===== src/rtl/mmio_initiator.sv =====
// MMIO initiator: a posted-write FIFO in front of a single outstanding blocking read.
// Defining MMIO_TIMEOUT_EN adds a read timeout that returns an error response.
module mmio_initiator #(
    parameter int FIFO_DEPTH     = 4,
    parameter int TIMEOUT_CYCLES = 255
) (
    input  logic        clk,
    input  logic        resetb,
    input  logic        cpu_req,
    input  logic        cpu_we,
    input  logic [31:0] cpu_addr,
    input  logic [31:0] cpu_wdata,
    input  logic [3:0]  cpu_wstrb,
    output logic        cpu_ack,
    output logic        cpu_rvalid,
    output logic [31:0] cpu_rdata,
    output logic        cpu_rerr,
    output logic        busy,
    output logic        wready,
    input  logic        wvalid,
    output logic [31:0] waddr,
    output logic [31:0] wdata,
    output logic [3:0]  wstrb,
    output logic        rready,
    input  logic        rvalid,
    output logic [31:0] raddr,
    input  logic        rresp,
    input  logic [31:0] rdata
);

    localparam int AW = $clog2(FIFO_DEPTH);
    localparam logic [AW:0] PTR_ONE = {{AW{1'b0}}, 1'b1};

    if (FIFO_DEPTH < 2 || (FIFO_DEPTH & (FIFO_DEPTH - 1)) != 0) begin : g_bad_depth
        $error("mmio_initiator: FIFO_DEPTH must be a power of 2 and at least 2");
    end
    if (TIMEOUT_CYCLES < 1 || TIMEOUT_CYCLES > 255) begin : g_bad_timeout
        $error("mmio_initiator: TIMEOUT_CYCLES must fit in 8 bits and be non-zero");
    end

    typedef enum logic [1:0] {
        IDLE,
        RD_ADDR,
        RD_DATA
    } state_t;

    state_t state;
    state_t state_nxt;

    logic [AW:0]   wr_ptr;
    logic [AW:0]   rd_ptr;
    logic [AW-1:0] wr_idx;
    logic [AW-1:0] rd_idx;
    logic [31:0]   fifo_addr [FIFO_DEPTH];
    logic [31:0]   fifo_data [FIFO_DEPTH];
    logic [3:0]    fifo_strb [FIFO_DEPTH];
    logic          fifo_empty;
    logic          fifo_full;
    logic          push;
    logic          pop;
    logic          rd_accept;
    logic          rd_done;
    logic          rd_timeout;

    assign wr_idx     = wr_ptr[AW-1:0];
    assign rd_idx     = rd_ptr[AW-1:0];
    assign fifo_empty = (wr_ptr == rd_ptr);
    assign fifo_full  = (wr_ptr[AW] != rd_ptr[AW]) && (wr_idx == rd_idx);

    // Reads are only taken once every posted write has drained, so they never overtake one.
    assign cpu_ack   = cpu_req & (cpu_we ? ~fifo_full : (fifo_empty & (state == IDLE)));
    assign push      = cpu_ack & cpu_we;
    assign rd_accept = cpu_ack & ~cpu_we;
    assign pop       = wready & wvalid;
    assign rd_done   = (state == RD_DATA) & rresp;
    assign busy      = ~fifo_empty | (state != IDLE);

    always_ff @(posedge clk or negedge resetb) begin
        if (!resetb) begin
            wr_ptr <= '0;
            rd_ptr <= '0;
        end else begin
            if (push) wr_ptr <= wr_ptr + PTR_ONE;
            if (pop)  rd_ptr <= rd_ptr + PTR_ONE;
        end
    end

    always_ff @(posedge clk) begin
        if (push) begin
            fifo_addr[wr_idx] <= cpu_addr;
            fifo_data[wr_idx] <= cpu_wdata;
            fifo_strb[wr_idx] <= cpu_wstrb;
        end
    end

`ifdef MMIO_TIMEOUT_EN
    localparam logic [7:0] TMO_LIMIT = 8'(TIMEOUT_CYCLES);

    logic [7:0] tmo_cnt;
    logic       rerr_q;

    always_ff @(posedge clk or negedge resetb) begin
        if (!resetb) begin
            tmo_cnt <= '0;
        end else if (rd_accept) begin
            tmo_cnt <= '0;
        end else if (state != IDLE) begin
            tmo_cnt <= tmo_cnt + 8'd1;
        end
    end

    // A response arriving on the limit cycle wins over the timeout.
    assign rd_timeout = (state != IDLE) && (tmo_cnt == TMO_LIMIT) && !rd_done;

    always_ff @(posedge clk or negedge resetb) begin
        if (!resetb) begin
            rerr_q <= 1'b0;
        end else begin
            rerr_q <= rd_timeout;
        end
    end

    assign cpu_rerr = rerr_q;
`else
    assign rd_timeout = 1'b0;
    assign cpu_rerr   = 1'b0;
`endif

    always_ff @(posedge clk or negedge resetb) begin
        if (!resetb) begin
            state <= IDLE;
        end else begin
            state <= state_nxt;
        end
    end

    always_comb begin
        state_nxt = state;
        case (state)
            IDLE: begin
                if (rd_accept) state_nxt = RD_ADDR;
            end
            RD_ADDR: begin
                if (rd_timeout)  state_nxt = IDLE;
                else if (rvalid) state_nxt = RD_DATA;
            end
            RD_DATA: begin
                if (rd_done || rd_timeout) state_nxt = IDLE;
            end
            default: state_nxt = IDLE;
        endcase
    end

    always_comb begin
        wready = 1'b0;
        rready = 1'b0;
        waddr  = '0;
        wdata  = '0;
        wstrb  = '0;
        case (state)
            IDLE: begin
                if (!fifo_empty) begin
                    wready = 1'b1;
                    waddr  = fifo_addr[rd_idx];
                    wdata  = fifo_data[rd_idx];
                    wstrb  = fifo_strb[rd_idx];
                end
            end
            RD_ADDR: rready = 1'b1;
            default: ;
        endcase
    end

    always_ff @(posedge clk or negedge resetb) begin
        if (!resetb) begin
            raddr <= '0;
        end else if (rd_accept) begin
            raddr <= cpu_addr;
        end
    end

    // cpu_rdata only changes on a read return, so it holds between reads.
    always_ff @(posedge clk or negedge resetb) begin
        if (!resetb) begin
            cpu_rvalid <= 1'b0;
            cpu_rdata  <= '0;
        end else begin
            cpu_rvalid <= rd_done | rd_timeout;
            if (rd_done) begin
                cpu_rdata <= rdata;
            end else if (rd_timeout) begin
                cpu_rdata <= '0;
            end
        end
    end

endmodule


===== config.mk =====
export PLATFORM = sky130hd
export DESIGN_NAME = mmio_initiator
export DESIGN_NICKNAME = d
export VERILOG_FILES = /design/src/rtl/mmio_initiator.sv
export SDC_FILE = /design/constraint.sdc
export NUM_CORES = 1
export LEC_CHECK = 0
export CAP_MARGIN = 20
export CORE_ASPECT_RATIO = 0.9
export CORE_UTILIZATION = 51
export CTS_CLUSTER_SIZE = 30
export DETAILED_ROUTE_END_ITERATION = 8
export GPL_ROUTABILITY_DRIVEN = 1
export PLACE_DENSITY = 0.8
export SLEW_MARGIN = 20
export SYNTH_ARGS = -nofsm -noshare
export SYNTH_HDL_FRONTEND = slang
export SYNTH_SLANG_ARGS = --single-unit
export TNS_END_PERCENT = 1

===== constraint.sdc =====
create_clock -name clk -period 8.64 [get_ports clk]
set_input_delay 1.728 -clock clk [delete_from_list [all_inputs] [get_ports clk]]
set_output_delay 1.728 -clock clk [all_outputs]
set_load 0.01 [all_outputs]

Word level (Yosys, flattened, before mapping)
Memory sizes are Yosys's and may differ from the RTL's.
Cells that the tools add are included.

word-level totals
  register bits after elaboration = 73
  RAM bits = 272
  bits of input ports = 107
  output and inout bits = 138
  logic and storage cells = 49
  memories kept = 3

operators by class
  $add $sub $neg = 2
  equality and inequality tests = 8
  multiplexer cells = 16
  bitwise logic cells = 10
  reduce and logical (&&, ||, !) cells = 4

memory list
  name       depth  width  read ports  clocked after Yosys merged registers in  write ports  RTL line  RTL
  fifo_addr  4      32     1           0                                        1            54        logic [31:0] fifo_addr [FIFO_DEPTH];
  fifo_data  4      32     1           0                                        1            55        logic [31:0] fifo_data [FIFO_DEPTH];
  fifo_strb  4      4      1           0                                        1            56        logic [3:0] fifo_strb [FIFO_DEPTH];

operators with widths
  kind                                            number
  two-way mux 32 bit                              4
  two-way mux 4 bit                               2
  adder 3 x 1 -> 3 bit (second input constant)    2
  AND 1 bit                                       6
  two-way mux 1 bit                               6
  two-way mux 2 bit                               3
  != test 2 bit (second input constant)           3
  one-hot mux 2 bit (3 select lines)              1
  == test 3 bit                                   1
  inverter 1 bit                                  3
  AND reduction 3 bit                             1
  == test 2 x 1 -> 1 bit (second input constant)  1
  == test 2 bit                                   1
  == test 2 bit (second input constant)           1
  logical NOT 2 bit                               1
  nonzero test 2 bit                              1
  logical AND 1 bit                               1
  != test 1 bit                                   1
  OR 1 bit                                        1

Longest topological paths before layout
Gate-level depths: netlist (run 1).

  depth after elaboration = 8
  depth in mapped cells = 6

Worst setup path after synthesis (run 1)
No wires, ideal clock.

  path type = input port to flip-flop
  start = in cpu_req
  end = mem fifo_addr[3][0] (enable)
  setup time = 0.516 ns
  arrival = 5.167 ns
  data required time = 8.124 ns
  path slack = 2.957 ns
  stages = 2
  buffers on the path = 0
  cell sequence = nand3_1 > a21oi_1

on the way
  word-level cells in the longest chain between the ends = 4

ends and longest elaborated chain
  item                                     RTL line  RTL
  from (decl)                              9         input logic cpu_req,
  AND 1 bit                                71        assign cpu_ack = cpu_req & (cpu_we ? ~fifo_full : (fifo_empty & (state == IDLE)));
  AND 1 bit                                72        assign push = cpu_ack & cpu_we;
  two-way mux 1 bit                        89        if (push) begin
  two-way mux 1 bit (not written as such)  90        fifo_addr[wr_idx] <= cpu_addr;
  to (decl)                                54

No other way between the ends.

Worst setup path after layout (run 1)
  start = reg rd_ptr[0]
  end = out waddr[0]

on the way
  word-level cells in the longest chain between the ends = 3

ends and longest elaborated chain
  item                                                  RTL line  RTL
  from (decl)                                           51        logic [AW:0] rd_ptr;
  from (signal assigned)                                84        if (pop) rd_ptr <= rd_ptr + PTR_ONE;
  memory (4 x 32 bit) or == test 3 bit (tied branches)  -
  two-way mux 32 bit *                                  162       if (!fifo_empty) begin
  two-way mux 32 bit *                                  160       case (state)
  to (decl)                                             21        output logic [31:0] waddr,

Mark *: on every way between the ends. The rest lies on a longest branch, timed or not.

==> flow_summary.toml, run 1 <==
[status]
outcome = "completed"

[synth]
syn-num-nets = 739
ys_ff_latch = 345
synth_top_area_share_pct = 61.24
yosys-top-cells-area = "edfxtp_1, dfrtp_1, mux4_2"
synthCells = 627
yosysSeqAreaShare_pct = 74.94
ys_warn_count = 0
synth_cell_type_count = 39
synth_edf_count = 272
synth_area_leader_cell = "edfxtp_1"
synth_flop_cell = "edfxtp_1"
synthArstFlopShare_pct = 21.16
avgSynthCellArea_um2 = 21.27
syn-cell-area_um2 = 13340

[worst_setup_path]
path_depth = 4
crit_fanout = 38
r2r_cells = 4
slowest_stage = "dfrtp_4"
slowest_delay_ps = 970
critical_path_buf_inv_count = 2
crit_required_ps = 6910
critPathArrivalTime_ps = 3490
crit_path_end_kind = "primary output"
start_kind = "register"
crit_type = "register to primary output"
critical_path.top_delay_family = "buffers and inverters"
path_cells = "buf_4 -> mux4_2 -> nor2b_1 -> clkdlybuf4s50_1"

[routing]
routed_via_density = 5.334
wl_met3_um = 2362
final_antenna_net_count = 0
first_iter_violations = 529
vias = 6689
wirelength_met1_um = 10620
wl_met2_um = 12840
drc = 0
top_layer = "met5"
wl_per_cell_um = 20.88
drtPass1Iterations = 4
wirelength_um = 26190

[place]
place_congestion = 0.7832
port_buffers = 243
dp_hpwl_um = 15560
place_inst = 1188

[timing]
period_needed_ps = 5217
finalClockSkew_ps = 14.99
setup_violations = 0
slew_viol_final = 0
slew_headroom_pct = 28.55
fin_crit_sh_pct = 60.39
hold_viol = 0
rsz0062_at_grt = "no"
worstMarginPinSlew_ps = 1072
fmax_mhz = 191.7
setup_tns_ps = 0

[finish]
drive_above_1_share_pct = 19.43
areaGrowthSynthToFinish_pct = 29.06
layout_commonest_cell = "edfxtp_1"
final_cells = 1254
fin_nets = 996
final_cell_mix = "edfxtp_1, clkdlybuf4s50_1, dfrtp_1, mux4_2, nor2b_1"

[floorplan]
start_util_pct = 52.52
pin_count = 245
die_y_um = 155.4
dieWidth_um = 172.5
core_um2 = 25390
die_area_um2 = 26800
rows = 55

[global_routing]
grt_max_degree = 74
first_global_vias = 7266
overflow = 0
grt_first_pass_wirelength_um = 40420
antenna_found_initial = 1
grt_use_total_pct = 20.21

[pwr]
leakage_nw = 5.994
vdd.ir_drop.worst_uv = 301.7
p_per_area_nw_per_um2 = 380.1

[job]
cap_violations = 0

[clock_network]
clock_sinks = 345
cts_setup_buffers = 0
root_buffer = "clkbuf_16"
cts_buffer_depth = 3
cts_resized = 0
path_clk_slew_ps = 60
holdBufCountCts = 0
cts_tree = "built"
clk_latency_ps = 490
cts_buffers = 35
h-tree-depth = 2

[min_path]
hold_class = "register to register"
hold_depth = 1
-- report_power, final --
part | internal (mW) | switching [mW]
clock network | 0.849 | 0.596
registers | 2.13 | 0.201
logic | 1.55 | 1.22
-- flip-flops by register name (all words and copies together) (netlist names) --
register and count:
cpu_rvalid 1, rd_ptr 3, wr_ptr 3, raddr 32
state 2, fifo_addr 128, cpu_rdata 32, fifo_strb 16
fifo_data 128
-- kinds of logic after synthesis --
kind of cell,share of synthesized area (%)
flip-flops,74.94
multiplexers,17.06
AND/OR/NAND/NOR,4.250
buffers and inverters,1.585
AO/OA/AOI/OAI,0.6943
XOR/XNOR,0.9757
adder cells (fa/ha/maj),0.4691
other,0.02812
-- worst reg2reg max path: stages (launching register included) --
cell	delay [ps]
dfrtp_4	420
buf_4	810
xnor2_4	250
a31oi_2	440
and2_4	890
-- worst paths after layout --
kind | endpoint | slack [ps] | from
setup / recovery | waddr[0] | 3420 | rd_ptr[0]
hold / removal | raddr[21] | 490 | raddr[21]
setup reg to reg | fifo_addr[0][15] | 5360 | rd_ptr[1]
hold reg to reg | raddr[21] | 490 | raddr[21]
max in group asynchronous | raddr[24] | 6880 | resetb
min in group asynchronous | cpu_rdata[19] | 1180 | resetb
-- per-layer routing --
metal  vias to the layer above  track usage [%]
li1                       2988                -
met1                      3419            26.30
met2                       249            33.14
met3                        31            6.919
met4                         2            4.172
met5                         -                0
-- through the flow --
stage | power, mW | setup WS (ps) | instance area, um^2 | util, % | hold WS (ps)
2_1_floorplan | 3.761 | 2957 | 13340 | - | 534.4
3_3_place_gp | 5.115 | 3734 | 16090 | 63.35 | 473.2
3_5_place_dp | 5.152 | 3716 | 16090 | 63.35 | 481.3
4_1_cts | 6.629 | 3292 | 17180 | 67.67 | 493.7
5_1_grt | 6.901 | 3141 | 17210 | 67.78 | 517.7
6_report | 6.543 | 3423 | 17210 | 67.79 | 489.9
-- synth_stat cells, types with 2 or more instances --
cell      number
xnor2_1        2
edfxtp_1     272
and2_1         4
mux4_2        68
mux2_1        29
buf_6          6
xnor2_4        2
clkbuf_1       5
inv_1          6
buf_4          3
dfrtp_1       73
nand2_1        2
xor2_2         3
buf_2         16
mux2_2        37
nor2b_1       68
nand3_1        3
nor2_1         3
ha_1           5
-- cell type report --
cell class / count / area (um^2)
antenna: 1 / 2.502
clock buffer: 45 / 923.4
clock inverter: 19 / 173.9
fill: 1634 / 8180
inverter: 6 / 22.52
multi-input combinational: 246 / 3158
sequential: 345 / 10000
tap: 342 / 427.9
timing repair buffer: 250 / 2502
(Power assumes the default switching activity.)
==> run 2: changes to the inputs <==
==> constraint.sdc (replaced) <==
create_clock -name clk -period 4.8 [get_ports clk]
set_input_delay 0.96 -clock clk [delete_from_list [all_inputs] [get_ports clk]]
set_output_delay 0.96 -clock clk [all_outputs]
set_load 0.01 [all_outputs]
==> flow_summary.toml, run 2 (synthesized netlist as in run 1, its figures left out) <==
[place]
place_congestion = 0.7592
port_buffers = 243
place_inst = 1191
dp_hpwl_um = 16210

[clock_network]
cts_tree = "built"
cts_buffers = 36
h-tree-depth = 2
cts_resized = 0
root_buffer = "clkbuf_16"
clock_sinks = 345
clk_latency_ps = 510
path_clk_slew_ps = 60
cts_buffer_depth = 3
cts_setup_buffers = 0
holdBufCountCts = 0

[pwr]
p_clk_share_pct = 22.7
p_int_mw = 8.260
vdd.ir_drop.worst_uv = 491.0
swShare_pct = 30.50
p_comb_share_pct = 42.0
power.switching_mw = 3.626
p_per_area_nw_per_um2 = 687.4
seqPwrFrac_pct = 35.3
leakage_nw = 6.027
total_power_mw = 11.89

[status]
outcome = "completed"

[routing]
final_antenna_net_count = 0
wirelength_um = 26330
first_iter_violations = 482
wl_per_cell_um = 20.96
routed_via_density = 5.391
vias = 6771
drtPass1Iterations = 5
drc = 0

[timing]
rsz0062_at_grt = "no"
period_needed_ps = 3973
setup_tns_ps = 0
hold_ws_ps = 348.2
slew_viol_final = 0
setup_violations = 0
fmax_mhz = 251.7
finalClockSkew_ps = 12.89
fin_crit_sh_pct = 82.78
hold_viol = 0
worstMarginPinSlew_ps = 1042
slew_headroom_pct = 30.56

[global_routing]
grt_use_total_pct = 20.34
antenna_found_initial = 0
overflow = 0
grt_first_pass_wirelength_um = 40390
grt_max_degree = 74
first_global_vias = 7246

[worst_setup_path]
critical_path_buf_inv_count = 2
reg2reg_slack_ps = 1710
slowest_stage = "dfrtp_4"
critical_path.top_delay_family = "buffers and inverters"
crit_fanout = 47
crit_type = "register to primary output"
worstReg2RegStart = "rd_ptr[0]"
start_kind = "register"
path_cells = "buf_4 -> mux4_2 -> nor2b_1 -> clkdlybuf4s50_1"
r2r_cells = 4
crit_required_ps = 3840
crit_path_end_kind = "primary output"
critPathArrivalTime_ps = 3010
slowest_delay_ps = 700
r2r_end = "fifo_data[1][3]"

[min_path]
hold_class = "primary input to async pin"

[finish]
final_core_util_pct = 68.09
areaGrowthSynthToFinish_pct = 29.65
fillers = 1610
drive_above_1_share_pct = 20.15
final_cell_mix = "edfxtp_1, clkdlybuf4s50_1, dfrtp_1, mux4_2, nor2b_1"
fin_nets = 1000
layout_commonest_cell = "edfxtp_1"
final_cells = 1256
reg_top3 = "fifo_addr (128), fifo_data (128)"

[floorplan]
die_y_um = 155.4
pin_count = 245
rows = 55
die_area_um2 = 26800
core_um2 = 25390
dieWidth_um = 172.5
start_util_pct = 52.52

[job]
cap_violations = 0
==> run 2: cell count changes in the layout (fill, tap and decap cells not counted), sizes merged <==
cell / previous run / this run
buf: 8 / 11
clkbuf: 45 / 48
inv: 9 / 6
clkinvlp: 0 / 3
clkinv: 13 / 9
==> run 2: power by group through the flow <==
stage / logic (mW) / registers [mW] / clock network, mW
2_1_floorplan: 2.54 / 4.23 / 0
6_report: 5.00 / 4.19 / 2.70
5_1_grt: 5.42 / 4.25 / 2.87
3_5_place_dp: 5.07 / 4.26 / 0
4_1_cts: 5.10 / 4.20 / 2.77
3_3_place_gp: 5.02 / 4.21 / 0
==> run 2: layout make-up <==
class | count | area, um^2 | area share (%)
tap | 342 | 427.9 | 2.475
timing repair buffer | 253 | 2525 | 14.60
antenna | 1 | 2.502 | 0.01447
clock buffer | 48 | 997.2 | 5.767
sequential | 345 | 10000 | 57.85
multi-input combinational | 246 | 3158 | 18.26
clock inverter | 15 | 155.1 | 0.8973
inverter | 6 | 22.52 | 0.1303
==> run 2: worst max-delay path by stage <==
stage,startpoint,endpoint,slack (ps),depth (start not counted)
after floorplan,cpu_req,fifo_addr[3][0],1410,2
after global placement,rd_ptr[0],waddr[20],1330,4
after detailed placement,rd_ptr[0],wdata[19],1310,4
after CTS,rd_ptr[0],waddr[20],780,4
after global routing,rd_ptr[0],cpu_ack,640,5
final,rd_ptr[1],wdata[21],830,4
==> run 2: per-stage QoR <==
stage                     setup slack (ps)  instance area, um^2
after CTS                            775.0                17260
after detailed placement              1311                16110
after floorplan                       1408                13340
final                                826.5                17290
after global routing                 636.2                17290
after global placement                1327                16110
==> run 2: layer usage <==
metal | GRT usage [%] | vias up | share of wire [%]
met4 | 5.310 | 0 | 1.9
met3 | 5.825 | 40 | 8.2
met1 | 26.46 | 3482 | 40
met2 | 33.72 | 260 | 50
met5 | 0 | - | 0
li1 | - | 2989 | -
==> run 3: changes to the inputs <==
==> constraint.sdc (replaced) <==
create_clock -name clk -period 3.9 [get_ports clk]
set_input_delay 0.78 -clock clk [delete_from_list [all_inputs] [get_ports clk]]
set_output_delay 0.78 -clock clk [all_outputs]
set_load 0.01 [all_outputs]
==> flow_summary.toml, run 3 (synthesized netlist as in run 1, its figures left out) <==
[status]
outcome = "completed"

[timing]
fmax_mhz = 275.4
setup_violations = 0
setup_tns_ps = 0
rsz0062_at_grt = "no"
period_needed_ps = 3631
slew_viol_final = 0
hold_viol = 0
fin_crit_sh_pct = 93.11
hold_ws_ps = 164.4
slew_headroom_pct = 50.76
finalClockSkew_ps = 8.843
worstMarginPinSlew_ps = 737.1
setup_ws_ps = 268.6

[floorplan]
die_area_um2 = 26800
die_y_um = 155.4
dieWidth_um = 172.5
start_util_pct = 52.52
core_um2 = 25390
pin_count = 245
rows = 55

[pwr]
leakage_nw = 6.050
p_per_area_nw_per_um2 = 843.0
vdd.ir_drop.worst_uv = 698.9

[worst_setup_path]
crit_fanout = 33
r2r_end = "fifo_data[0][18]"
startpoint = "rd_ptr[1]"
crit_required_ps = 3120
critPathArrivalTime_ps = 2850
reg2reg_slack_ps = 1480
r2r_cells = 4
crit_type = "register to primary output"
start_kind = "register"
worstReg2RegStart = "rd_ptr[1]"
crit_path_end_kind = "primary output"

[clock_network]
cts_resized = 0
cts_buffers = 36
clk_latency_ps = 500
path_clk_slew_ps = 60
cts_setup_buffers = 0
cts_tree = "built"
clock_sinks = 345
cts_buffer_depth = 3
h-tree-depth = 2
holdBufCountCts = 0
root_buffer = "clkbuf_16"

[global_routing]
grt_first_pass_wirelength_um = 41000
grt_max_degree = 74
first_global_vias = 7316
antenna_found_initial = 1
overflow = 0
grt_use_total_pct = 20.72

[finish]
final_cells = 1259
areaGrowthSynthToFinish_pct = 30.02
final_area_um2 = 17340
layout_commonest_cell = "edfxtp_1"
final_cell_mix = "edfxtp_1, clkdlybuf4s50_1, dfrtp_1, mux4_2, nor2b_1"
drive_above_1_share_pct = 19.87
fin_nets = 1005
reg_top3 = "fifo_addr (128), fifo_data (128)"

[routing]
wl_met3_um = 2663
wirelength_met1_um = 10700
wl_per_cell_um = 21.22
drtPass1Iterations = 5
drc = 0
wirelength_um = 26720
final_antenna_net_count = 0
first_iter_violations = 446
vias = 6810
top_layer = "met4"
wl_met2_um = 12910
routed_via_density = 5.409

[place]
place_inst = 1196
place_ws_ps = 739.2
post_dp_cell_area_um2 = 16220
dp_hpwl_um = 16600
place_congestion = 0.7682
port_buffers = 243

[min_path]
hold_class = "primary input to async pin"

[job]
cap_violations = 0
[run 3: worst max-delay path, cell delays in order (launching register included)]
cell and delay [ps]:
dfrtp_4 780, buf_4 520, mux4_2 370, nor2b_1 140
clkdlybuf4s50_1 530
[run 3: cell type report]
cell class	instances	area, um^2
Clock buffer	49	980.9
Tap cell	342	427.9
Antenna cell	1	2.502
Fill cell	1606	8053
Multi-Input combinational cell	246	3158
Inverter	6	22.52
Clock inverter	12	108.9
Sequential cell	345	10000
Timing Repair Buffer	258	2638
[run 3: worst max path at each step]
stage,to,slack (ps)
2_1_floorplan,fifo_addr[3][0],690
3_3_place_gp,waddr[13],750
3_5_place_dp,waddr[13],740
4_1_cts,waddr[13],190
5_1_grt,waddr[13],120
6_report,waddr[13],270
[run 3: where the power goes]
group / switching, mW / internal [mW]
logic: 2.77 / 3.53
registers: 0.413 / 4.71
clock network: 1.31 / 1.89
total: 4.49 / 10.1
[run 3: through the flow]
| step | util (%) | power (mW) |
|---|---|---|
| after floorplan | - | 8.331 |
| after global placement | 63.88 | 11.49 |
| after detailed placement | 63.88 | 11.59 |
| after CTS | 68.17 | 14.82 |
| after global routing | 68.28 | 15.41 |
| final | 68.29 | 14.62 |
[run 3: routing by layer]
layer  global-route usage [%]  up-vias
li1                         -     3001
met1                    26.75     3464
met2                    33.95      302
met3                    6.868       43
met4                    5.225        0
met5                        0        -
